==> config.mk <==
export PLATFORM = sky130hd
export DESIGN_NAME = alu_exec_flat
export DESIGN_NICKNAME = d
export VERILOG_FILES = /design/src/rtl/alu_pkg.sv /design/src/rtl/alu_exec_if.sv /design/src/rtl/alu_serial_shift.sv /design/src/rtl/alu_exec.sv /design/src/flat_wrapper.sv
export SDC_FILE = /design/constraint.sdc
export NUM_CORES = 1
export LEC_CHECK = 0
export ABC_AREA = 1
export CORE_MARGIN = 5
export CORE_UTILIZATION = 50
export CTS_BUF_LIST = sky130_fd_sc_hd__clkbuf_4 sky130_fd_sc_hd__clkbuf_8 sky130_fd_sc_hd__clkbuf_16
export CTS_CLUSTER_SIZE = 10
export DETAILED_ROUTE_END_ITERATION = 7
export GPL_TIMING_DRIVEN = 0
export PLACE_DENSITY = 0.81
export SLEW_MARGIN = 20
export SYNTH_ARGS = -nofsm -noshare
export SYNTH_HDL_FRONTEND = slang
export SYNTH_SLANG_ARGS = --single-unit
export TNS_END_PERCENT = 5
==> constraint.sdc <==
create_clock -name clk -period 6.58 [get_ports clk]
set_clock_uncertainty 0.05 [all_clocks]
set_input_delay 1.316 -clock clk [delete_from_list [all_inputs] [get_ports clk]]
set_output_delay 1.316 -clock clk [all_outputs]
set_load 0.005 [all_outputs]
==> src/rtl/alu_pkg.sv <==
// Shared definitions for the RV32I execute block: FUNCT3 encodings,
// FSM state type and a small decode helper.
package alu_pkg;

  localparam logic [2:0] F3_ADD  = 3'b000;
  localparam logic [2:0] F3_SLL  = 3'b001;
  localparam logic [2:0] F3_SLT  = 3'b010;
  localparam logic [2:0] F3_SLTU = 3'b011;
  localparam logic [2:0] F3_XOR  = 3'b100;
  localparam logic [2:0] F3_SRL  = 3'b101;
  localparam logic [2:0] F3_OR   = 3'b110;
  localparam logic [2:0] F3_AND  = 3'b111;

  typedef enum logic [1:0] {
    ST_IDLE  = 2'd0,
    ST_SHIFT = 2'd1,
    ST_DONE  = 2'd2
  } state_e;

  function automatic logic is_shift(input logic [2:0] funct3);
    return (funct3 == F3_SLL) || (funct3 == F3_SRL);
  endfunction

endpackage

==> src/rtl/alu_exec_if.sv <==
// Operand/result handshake bundle between the issue stage and alu_exec.
interface alu_exec_if;

  logic        in_valid;
  logic        in_ready;
  logic [31:0] data0;
  logic [31:0] data1;
  logic [2:0]  funct3;
  logic        alt;
  logic        is_reg;
  logic        out_valid;
  logic        out_ready;
  logic [31:0] result;
  logic        busy;

  modport master (
    output in_valid, data0, data1, funct3, alt, is_reg, out_ready,
    input  in_ready, out_valid, result, busy
  );

  modport slave (
    input  in_valid, data0, data1, funct3, alt, is_reg, out_ready,
    output in_ready, out_valid, result, busy
  );

endinterface

==> src/rtl/alu_serial_shift.sv <==
// One-bit-per-cycle shifter: loads an operand and count, then steps
// left, logical-right or arithmetic-right until the count reaches zero.
module alu_serial_shift (
  input  logic        clk,
  input  logic        rst_n,
  input  logic        load_i,
  input  logic [31:0] data_i,
  input  logic [4:0]  amount_i,
  input  logic        dir_left_i,
  input  logic        arith_i,
  output logic [31:0] data_o,
  output logic        done_o
);

  logic [31:0] data_q, data_d;
  logic [4:0]  cnt_q, cnt_d;
  logic        left_q, left_d;
  logic        arith_q, arith_d;

  always_comb begin
    // NOTE: every next-state signal gets a default first so no path leaves it unassigned (no latch).
    data_d  = data_q;
    cnt_d   = cnt_q;
    left_d  = left_q;
    arith_d = arith_q;
    if (load_i) begin
      data_d  = data_i;
      cnt_d   = amount_i;
      left_d  = dir_left_i;
      arith_d = arith_i;
    end else if (cnt_q != 5'd0) begin
      cnt_d  = cnt_q - 5'd1;
      data_d = left_q ? {data_q[30:0], 1'b0}
                      : {arith_q & data_q[31], data_q[31:1]};
    end
  end

  assign data_o = data_q;
  // Done means the count is zero after the coming edge, so the caller can
  // leave its shift state on the same edge as the final step.
  assign done_o = (cnt_d == 5'd0);

  always_ff @(posedge clk or negedge rst_n) begin
    // NOTE: sequential state uses non-blocking assignments so all registers update together.
    if (!rst_n) begin
      data_q  <= '0;
      cnt_q   <= '0;
      left_q  <= 1'b0;
      arith_q <= 1'b0;
    end else begin
      data_q  <= data_d;
      cnt_q   <= cnt_d;
      left_q  <= left_d;
      arith_q <= arith_d;
    end
  end

endmodule

==> src/rtl/alu_exec.sv <==
// RV32I integer execute unit: single-cycle logic/arith ops and an
// iterative shifter, behind a valid/ready operand and result handshake.
module alu_exec
  import alu_pkg::*;
(
  input  logic       clk,
  input  logic       rst_n,
  alu_exec_if.slave  bus
);

  state_e      state_q, state_d;
  logic [31:0] a_q, b_q;
  logic [2:0]  f3_q;
  logic        sub_q;
  logic        take;
  logic [4:0]  amount;
  logic [31:0] sh_data;
  logic        sh_done;
  logic [31:0] alu_res;

  assign take   = bus.in_valid && bus.in_ready;
  assign amount = bus.data1[4:0];

  alu_serial_shift u_shift (
    .clk        (clk),
    .rst_n      (rst_n),
    .load_i     (take),
    .data_i     (bus.data0),
    .amount_i   (amount),
    .dir_left_i (bus.funct3 == F3_SLL),
    .arith_i    ((bus.funct3 == F3_SRL) && bus.alt),
    .data_o     (sh_data),
    .done_o     (sh_done)
  );

  always_comb begin
    state_d = state_q;
    case (state_q)
      ST_IDLE:  if (take) state_d = (is_shift(bus.funct3) && amount != 5'd0) ? ST_SHIFT : ST_DONE;
      ST_SHIFT: if (sh_done) state_d = ST_DONE;
      ST_DONE:  if (bus.out_ready) state_d = ST_IDLE;
      default:  state_d = ST_IDLE;
    endcase
  end

  always_ff @(posedge clk or negedge rst_n) begin
    if (!rst_n) begin
      state_q <= ST_IDLE;
      a_q     <= '0;
      b_q     <= '0;
      f3_q    <= F3_ADD;
      sub_q   <= 1'b0;
    end else begin
      state_q <= state_d;
      if (take) begin
        a_q   <= bus.data0;
        b_q   <= bus.data1;
        f3_q  <= bus.funct3;
        // Immediate forms reuse bit 30 as data, so only R-type selects SUB.
        sub_q <= bus.alt && bus.is_reg;
      end
    end
  end

  always_comb begin
    alu_res = '0;
    case (f3_q)
      F3_ADD:         alu_res = sub_q ? (a_q - b_q) : (a_q + b_q);
      F3_SLT:         alu_res = {31'd0, $signed(a_q) < $signed(b_q)};
      F3_SLTU:        alu_res = {31'd0, a_q < b_q};
      F3_XOR:         alu_res = a_q ^ b_q;
      F3_OR:          alu_res = a_q | b_q;
      F3_AND:         alu_res = a_q & b_q;
      F3_SLL, F3_SRL: alu_res = sh_data;
      default:        alu_res = '0;
    endcase
  end

  assign bus.in_ready  = (state_q == ST_IDLE);
  assign bus.out_valid = (state_q == ST_DONE);
  assign bus.busy      = (state_q != ST_IDLE);
  assign bus.result    = bus.out_valid ? alu_res : 32'd0;

endmodule

==> src/flat_wrapper.sv <==
// flat-port wrapper written by rule: the top's interface ports become plain ports
module alu_exec_flat import alu_pkg::*;
  (clk, rst_n, bus_in_valid, bus_data0, bus_data1, bus_funct3, bus_alt, bus_is_reg, bus_out_ready, bus_in_ready, bus_out_valid, bus_result, bus_busy);
  alu_exec_if bus_i ();
  input  logic clk;
  input  logic rst_n;
  input wire logic [$bits(bus_i.in_valid)-1:0] bus_in_valid;
  input wire logic [$bits(bus_i.data0)-1:0] bus_data0;
  input wire logic [$bits(bus_i.data1)-1:0] bus_data1;
  input wire logic [$bits(bus_i.funct3)-1:0] bus_funct3;
  input wire logic [$bits(bus_i.alt)-1:0] bus_alt;
  input wire logic [$bits(bus_i.is_reg)-1:0] bus_is_reg;
  input wire logic [$bits(bus_i.out_ready)-1:0] bus_out_ready;
  output wire logic [$bits(bus_i.in_ready)-1:0] bus_in_ready;
  output wire logic [$bits(bus_i.out_valid)-1:0] bus_out_valid;
  output wire logic [$bits(bus_i.result)-1:0] bus_result;
  output wire logic [$bits(bus_i.busy)-1:0] bus_busy;
  assign bus_i.in_valid = bus_in_valid;
  assign bus_i.data0 = bus_data0;
  assign bus_i.data1 = bus_data1;
  assign bus_i.funct3 = bus_funct3;
  assign bus_i.alt = bus_alt;
  assign bus_i.is_reg = bus_is_reg;
  assign bus_i.out_ready = bus_out_ready;
  assign bus_in_ready = bus_i.in_ready;
  assign bus_out_valid = bus_i.out_valid;
  assign bus_result = bus_i.result;
  assign bus_busy = bus_i.busy;
  alu_exec u_core (.clk(clk), .rst_n(rst_n), .bus(bus_i));
endmodule
== Yosys cells after proc, flatten, opt, wreduce, memory -nomap -nowiden ==
Cells that the tools add are included.

* Input bits: 73
* Flip-flop bits (word level): 109
* Logic and storage cells: 59

* Bitwise logic cells: 4
* Equal/unequal tests: 14
* Reductions and logical operators: 14
* Order comparisons: 2
* $add $sub $neg: 3
* Muxes and demuxes: 13

{| class="wikitable"
|+ Operators by type and width
! kind !! count
|-
| $pmux 32 s7 || 1
|-
| $mux 32 || 5
|-
| $lt 32x32->1 || 2
|-
| $add 32x32->32 || 1
|-
| $and 32x32->32 || 1
|-
| $or 32x32->32 || 1
|-
| $sub 32x32->32 || 1
|-
| $xor 32x32->32 || 1
|-
| $eq 3x3->1 const B || 5
|-
| $mux 5 || 2
|-
| $reduce_bool 5->1 || 2
|-
| $mux 2 || 4
|-
| $eq 3x1->1 const B || 2
|-
| $eq 3x2->1 const B || 2
|-
| $pmux 2 s3 || 1
|-
| $logic_not 5->1 || 1
|-
| $sub 5x1->5 const B || 1
|-
| $logic_and 1x1->1 || 4
|-
| $ne 2x2->1 const B || 2
|-
| $reduce_bool 2->1 || 2
|-
| $logic_not 3->1 || 1
|-
| $reduce_and 3->1 || 1
|-
| $eq 2x1->1 const B || 1
|-
| $eq 2x2->1 const B || 1
|-
| other kinds (5) || 5
|}

== Depth between registers and ports, before layout ==
Gate-level depths: netlist (run 1).

* Depth in word-level cells: 6
* Gate-level depth with buffers: 18
* Gate-level depth less buffers: 18

== Modules after synthesis ==
Synthesis (run 1) repeated with hierarchy kept, for this count alone.

* Cell total of the unflattened synthesis: 1720
* Area, all modules: 10961.8 um^2

{| class="wikitable"
|+ By module, submodules not included
! module !! sequential area each (um^2) !! cells each !! times used !! area each (um^2)
|-
| alu_exec || 1751.7 || 1448 || 1 || 8871.0
|-
| alu_serial_shift || 975.9 || 272 || 1 || 2090.8
|}

== Worst setup path before layout (run 1) ==
OpenSTA, ideal clock, no wires.

* Path type: reg2out
* Start point: register u_core.b_q[0]
* End point: output port bus_result[24]
* Buffers on the path: 0
* Data required time: 5.214 ns
* Stages on the path, launching flop included: 16
* Slack: 3.304 ns
* Data arrival time: 1.910 ns
* Cell sequence: dfrtp_1 -> ha_1 -> fa_1 -> nand2_1 -> nand3_1 -> and2_1 -> a21o_1 -> nand2_1 -> nand2_1 -> nand2_1 -> nand2_1 -> nand2_1 -> nand2_1 -> nand3_1 -> nand2_1 -> inv_1

* Word-level cells in the longest chain between the ends: 4

{| class="wikitable"
|+ Ends and longest elaborated chain
! item !! line !! RTL
|-
| from (decl) || alu_exec.sv:12 || <nowiki>logic [31:0] a_q, b_q;</nowiki>
|-
| from (signal assigned) || alu_exec.sv:57 || <nowiki>b_q <= bus.data1;</nowiki>
|-
| $add 32x32->32 / $sub 32x32->32 (equally long branches) || alu_exec.sv:68 || <nowiki>F3_ADD: alu_res = sub_q ? (a_q - b_q) : (a_q + b_q);</nowiki>
|-
| $mux 32 (*) || alu_exec.sv:68 ||
|-
| $pmux 32 s7 (*) || alu_exec.sv:67 || <nowiki>case (f3_q)</nowiki>
|-
| $mux 32 (*) || alu_exec.sv:82 || <nowiki>assign bus.result = bus.out_valid ? alu_res : 32'd0;</nowiki>
|-
| to (decl) || flat_wrapper.sv:16 || <nowiki>output wire logic [$bits(bus_i.result)-1:0] bus_result;</nowiki>
|}

Every way passes the cells marked *; elsewhere a longest branch is shown, timed or not.

== Worst setup path after layout (run 1) ==
* Start point: register u_core.b_q[5]
* End point: output port bus_result[30]

The elaborated chain is that of the path after synthesis.

==> results.json, run 1 <==
{
  "cp.buffers_inverters": 3,
  "initial_utilization_pct": 50.7,
  "ys_warn_count": 0,
  "netlist_top_cells_area": "dfrtp_1, nand2_1, ha_1",
  "yosysTopAreaCell": "dfrtp_1",
  "r2r_start": "u_core.state_q[0]$_DFFE_PN0P_",
  "io_buffers": 107,
  "drt-initial-drc-count": 1403,
  "avgSynthCellArea_sq_um": 6.37,
  "fin_hold_ws_ns": 0.469,
  "cap_violations": 0,
  "cp_data_required_time_ns": 5.21,
  "cts_setup_buffers": 0,
  "routed_wl_mm": 45.4,
  "worstSetupPathType": "reg2out",
  "htree_levels": 3,
  "grt_usage_pct": 36.8,
  "clock_latency_ns": 0.36,
  "reg2regPathDepth": 7,
  "cpLargestDelayFamily": "simple AND/OR/NAND/NOR gates",
  "synth_top_area_share_pct": 25.6,
  "finalSetupViolCount": 0,
  "start_kind": "register",
  "yosysUniqueCellTypes": 54,
  "finalHoldViolations": 0,
  "first_pass_iters": 8,
  "worst_pin_slew_ns": 0.957,
  "fin_crit_sh_pct": 77.3,
  "cts_sinks": 109,
  "grt_pass1_wl_mm": 67.3,
  "async_flop_share_pct": 100,
  "vias_per_cell": 5.96,
  "dp_cells": 2054,
  "fin_crit_ns": 5.08,
  "clk_pin_slew_ns": 0.08,
  "netlist_instances": 1671,
  "reg2reg_slack_ns": 4.25,
  "die-area_sq_um": 24300,
  "syn_to_final_growth_pct": 16.3,
  "synth_area_sq_um": 10600,
  "cts_resized": 0,
  "grt_max_degree": 70,
  "crit_fanout": 5,
  "vias": 12338,
  "nNetsFinal": 1962,
  "yosysSeqAreaShare_pct": 25.6,
  "max_stage_delay_ns": 0.55,
  "seq_area_sq_um": 2730,
  "cp_cell_sequence": "inv_1, ha_1, inv_1, a21oi_1, nand2_1, nand2_1, nand3_1, nand2_1, nand2_1, nand2_1, nand3_1, nand2_1, nand2_1, a21oi_1, clkdlybuf4s50_1",
  "fillers": 2080,
  "gp_congestion": 1.03,
  "crit_path_top_delay_cell": "clkdlybuf4s50_1",
  "worstSetupEndpointType": "primary output",
  "die_w_um": 156,
  "synthMostInstantiatedCell": "nand2_1",
  "stdcell_count": 2071,
  "max-slew-margin-rel_pct": 36.2,
  "drive_gt1_share_pct": 4.74,
  "timing.rr.end": "u_core.b_q[20]$_DFFE_PN0P_",
  "worst_hold_path.num_cells": 2,
  "status": "finished, violations left",
  "hpwl_mm": 36.4,
  "antenna_found_initial": 2,
  "rows": 53,
  "clockBufferDepth": 2,
  "synthTopCellsByCount": "nand2_1, inv_1, nor2_1",
  "post_drt_wl_per_cell_um": 21.9,
  "grt_pass1_vias": 11725,
  "synth-edff-count": 0,
  "cts_buffers": 9,
  "hold_path_startpoint": "u_core.u_shift.arith_q$_DFFE_PN0P_",
  "worst_path_most_repeated_cell": "nand2_1",
  "fmax_mhz": 197,
  "num_io_pins": 108,
  "rsz0062_at_grt": "no",
  "cp.arrival_ns": 3.72,
  "die_height_um": 156,
  "synth_ff_type": "dfrtp_1",
  "multi_input_area_sq_um": 6560,
  "drv_slew": 0,
  "min_to": "u_core.u_shift.arith_q$_DFFE_PN0P_",
  "violations": "DRC",
  "syn-num-nets": 1843,
  "cts_root_buf": "clkbuf_16",
  "antenna_left": 0,
  "hold_class": "reg2reg",
  "grt_overflow": 0,
  "tritoncts": "done",
  "cts_hold_buf": 0,
  "ys_seq_elements": 109,
  "drc": 32,
  "coreArea_sq_um": 21000
}
==> cell families (layout without fill, tap and decap cells) <==
logic type	after synthesis	after routing	share of synthesized area, %
AO/OA/AOI/OAI	375	375	21.1
XOR/XNOR	6	6	0.494
adder cells (fa/ha/maj)	99	99	11.8
buffers and inverters	343	467	12.8
flip-flops	109	109	25.6
other	0	1	0
AND/OR/NAND/NOR	739	739	28.2
==> area by class of cell <==
| type | count | share of cell area [%] |
|---|---|---|
| Inverter | 273 | 8.28 |
| Buffer | 70 | 2.70 |
| Clock buffer | 10 | 1.93 |
| Clock inverter | 6 | 0.445 |
| Antenna cell | 1 | 0.0202 |
| Sequential cell | 109 | 22.0 |
| Timing Repair Buffer | 108 | 8.82 |
| Multi-Input combinational cell | 1219 | 53.0 |
| Tap cell | 275 | 2.78 |
==> cells in the final DEF, fill, tap and decap left out, drive strengths merged, types with 3 or more instances in the layout <==
cell           count
or2                4
clkdlybuf4s50    106
inv              275
a221oi            10
nand2            429
a21oi             78
o21bai            13
o22ai             32
nor3              25
o211ai            33
buf               41
nand3             82
dfrtp            109
o311ai             5
xor2               5
a211oi             3
nand4              8
ha                97
nand3b             3
nor2             183
o21ai            145
o31ai              4
clkbuf            41
o221ai            12
a31oi             32
==> metrics by stage <==
step / setup TNS (ns) / setup WS, ns / area [sq um] / utilization, %
CTS: 0 / 1.70 / 12400 / 58.9
floorplan: 0 / 3.30 / 10600 / -
global route: 0 / 1.36 / 12400 / 58.9
detailed placement: 0 / 2.12 / 12100 / 57.5
finish: 0 / 1.50 / 12400 / 58.9
global placement: -12.41 / -0.125 / 12100 / 57.4
==> worst register-to-register path, cell delays in order, from the launching register on <==
cell	delay, ns
dfrtp_1	0.42
inv_2	0.07
nand2_1	0.07
nor2_2	0.19
buf_2	0.30
buf_2	0.30
clkbuf_1	0.56
o21ai_0	0.23
==> worst max path at each step <==
| stage | start | to | slack, ns | cells past startpoint |
|---|---|---|---|---|
| detailed placement | u_core.b_q[5]$_DFFE_PN0P_ | bus_result[30] | 2.12 | 15 |
| global route | u_core.a_q[25]$_DFFE_PN0P_ | bus_result[0] | 1.36 | 13 |
| CTS | u_core.b_q[5]$_DFFE_PN0P_ | bus_result[30] | 1.70 | 15 |
| global placement | rst_n | u_core.a_q[23]$_DFFE_PN0P_ | -0.13 | 1 |
| finish | u_core.b_q[5]$_DFFE_PN0P_ | bus_result[30] | 1.50 | 15 |
| floorplan | u_core.b_q[0]$_DFFE_PN0P_ | bus_result[24] | 3.30 | 15 |
==> flip-flops by register name (all words and copies together), names as in the netlist <==
register / count
u_core.u_shift.left_q: 1
u_core.state_q: 2
u_core.u_shift.data_o: 32
u_core.b_q: 32
u_core.u_shift.arith_q: 1
u_core.f3_q: 3
u_core.sub_q: 1
u_core.a_q: 32
u_core.u_shift.cnt_q: 5
==> metal layers <==
metal  wire length [um]  GRT usage [%]
met2              19600           55.9
met1              18300           50.4
met4               2030           14.8
met3               5480           9.10
met5                 21              0
Power of run 1 is not shown: default switching activity piles up to over one toggle a cycle in this logic, so the estimate is an artifact.
==> inputs of run 2 (changes only) <==
Settings changed: PLACE_DENSITY 0.81 to 0.83.
Clock period 6.58 ns to 4.3 ns, I/O delays scaled along.
==> results.json, run 2 (same netlist as run 1, synthesis figures left out) <==
{
  "clock_latency_ns": 0.36,
  "finalHoldViolations": 0,
  "vias": 12496,
  "die_height_um": 156,
  "placed_cell_area_sq_um": 12100,
  "drive_gt1_share_pct": 6.74,
  "clk_pin_slew_ns": 0.08,
  "grt_usage_pct": 36.5,
  "fin_crit_sh_pct": 103,
  "fmax_mhz": 225,
  "worstSetupEndpointType": "primary output",
  "first_pass_iters": 7,
  "fin_crit_ns": 4.45,
  "grt_overflow": 0,
  "tritoncts": "done",
  "grt_pass1_wl_mm": 67.6,
  "cts_sinks": 109,
  "clockBufferDepth": 2,
  "fillers": 2049,
  "gp_congestion": 1.06,
  "post_drt_wl_per_cell_um": 21.8,
  "cts_buffers": 9,
  "syn_to_final_growth_pct": 17.6,
  "cts_hold_buf": 0,
  "cp.arrival_ns": 3.54,
  "io_buffers": 107,
  "hold_class": "in2async",
  "setup_ws_ns": -0.146,
  "final_area_sq_um": 12500,
  "initial_utilization_pct": 50.7,
  "drc": 0,
  "num_io_pins": 108,
  "diodes": 0,
  "stdcell_count": 2069,
  "grt_max_degree": 59,
  "layout_common_cells": "nand2_1, inv_1, nor2_1",
  "nNetsFinal": 1962,
  "cts_setup_buffers": 0,
  "die_w_um": 156,
  "drt-initial-drc-count": 1743,
  "antenna_left": 0,
  "start_kind": "register",
  "dp_cells": 2054,
  "grt_pass1_vias": 11778,
  "place_ws_ns": 0.272,
  "die-area_sq_um": 24300,
  "rows": 53,
  "hpwl_mm": 36.0,
  "cp_data_required_time_ns": 3.39,
  "cp-startpoint": "u_core.state_q[1]$_DFFE_PN0P_",
  "cap_violations": 0,
  "cts_root_buf": "clkbuf_16",
  "drv_slew": 0,
  "crit_fanout": 10,
  "r2r_start": "u_core.state_q[0]$_DFFE_PN0P_",
  "coreArea_sq_um": 21000,
  "max-slew-margin-rel_pct": 39.0,
  "vias_per_cell": 6.04,
  "worst_pin_slew_ns": 0.915,
  "final_common_cell": "nand2_1",
  "rsz0062_at_grt": "yes",
  "antenna_found_initial": 0,
  "violations": "setup timing",
  "routed_wl_mm": 45.1,
  "htree_levels": 3,
  "finalSetupViolCount": 3,
  "worstSetupPathType": "reg2out",
  "status": "finished, violations left"
}
[run 2: timing repair]
item | CTS | global route
pin swaps | 0 | 2
resized for setup | 2 | 50
setup endpoints to repair | 2 | 21
cloned | 0 | 0
[run 2: per-layer routing]
| metal | wire [um] | vias to the layer above | GRT usage, % |
|---|---|---|---|
| li1 | - | 5672 | - |
| met1 | 18300 | 5860 | 50.6 |
| met2 | 19400 | 825 | 55.0 |
| met3 | 5610 | 137 | 9.79 |
| met4 | 1660 | 2 | 12.0 |
| met5 | 63 | - | 2.78 |
[run 2: area by class of cell]
cell class,instances,area (sq um),area share [%]
Clock buffer,9,225,1.80
Tap cell,275,344,2.75
Buffer,70,342,2.73
Timing Repair Buffer,108,1100,8.80
Sequential cell,109,2730,21.8
Inverter,273,1020,8.18
Clock inverter,6,61.3,0.490
Multi-Input combinational cell,1219,6700,53.5
[run 2: metrics by stage]
stage	utilization, %	hold slack [ns]	TNS [ns]
after global placement	57.4	0.434	-206.16
after CTS	58.9	0.404	-0.0305
final	59.6	0.373	-0.259
after global routing	59.6	0.425	-0.404
after detailed placement	57.5	0.428	0
after floorplan	-	0.403	0
[run 2: final timing paths]
kind,end,slack [ns],depth (start not counted)
worst max-delay path,bus_result[1],-0.15,6
worst min-delay path,u_core.u_shift.data_o[6]$_DFFE_PN0P_,0.37,1
worst max register to register,u_core.b_q[21]$_DFFE_PN0P_,2.08,7
worst min register to register,u_core.u_shift.arith_q$_DFFE_PN0P_,0.45,2
max in group asynchronous,u_core.a_q[1]$_DFFE_PN0P_,3.16,2
min in group clk,u_core.u_shift.arith_q$_DFFE_PN0P_,0.45,2
[run 2: worst max-delay path: stages (launching register included)]
cell and delay, ns:
dfrtp_1 0.39, inv_1 0.09, nor2_2 0.58, inv_1 0.50
clkbuf_1 0.49, a311oi_1 0.53, clkdlybuf4s50_1 0.59
Power of run 2 is left out for the same reason.
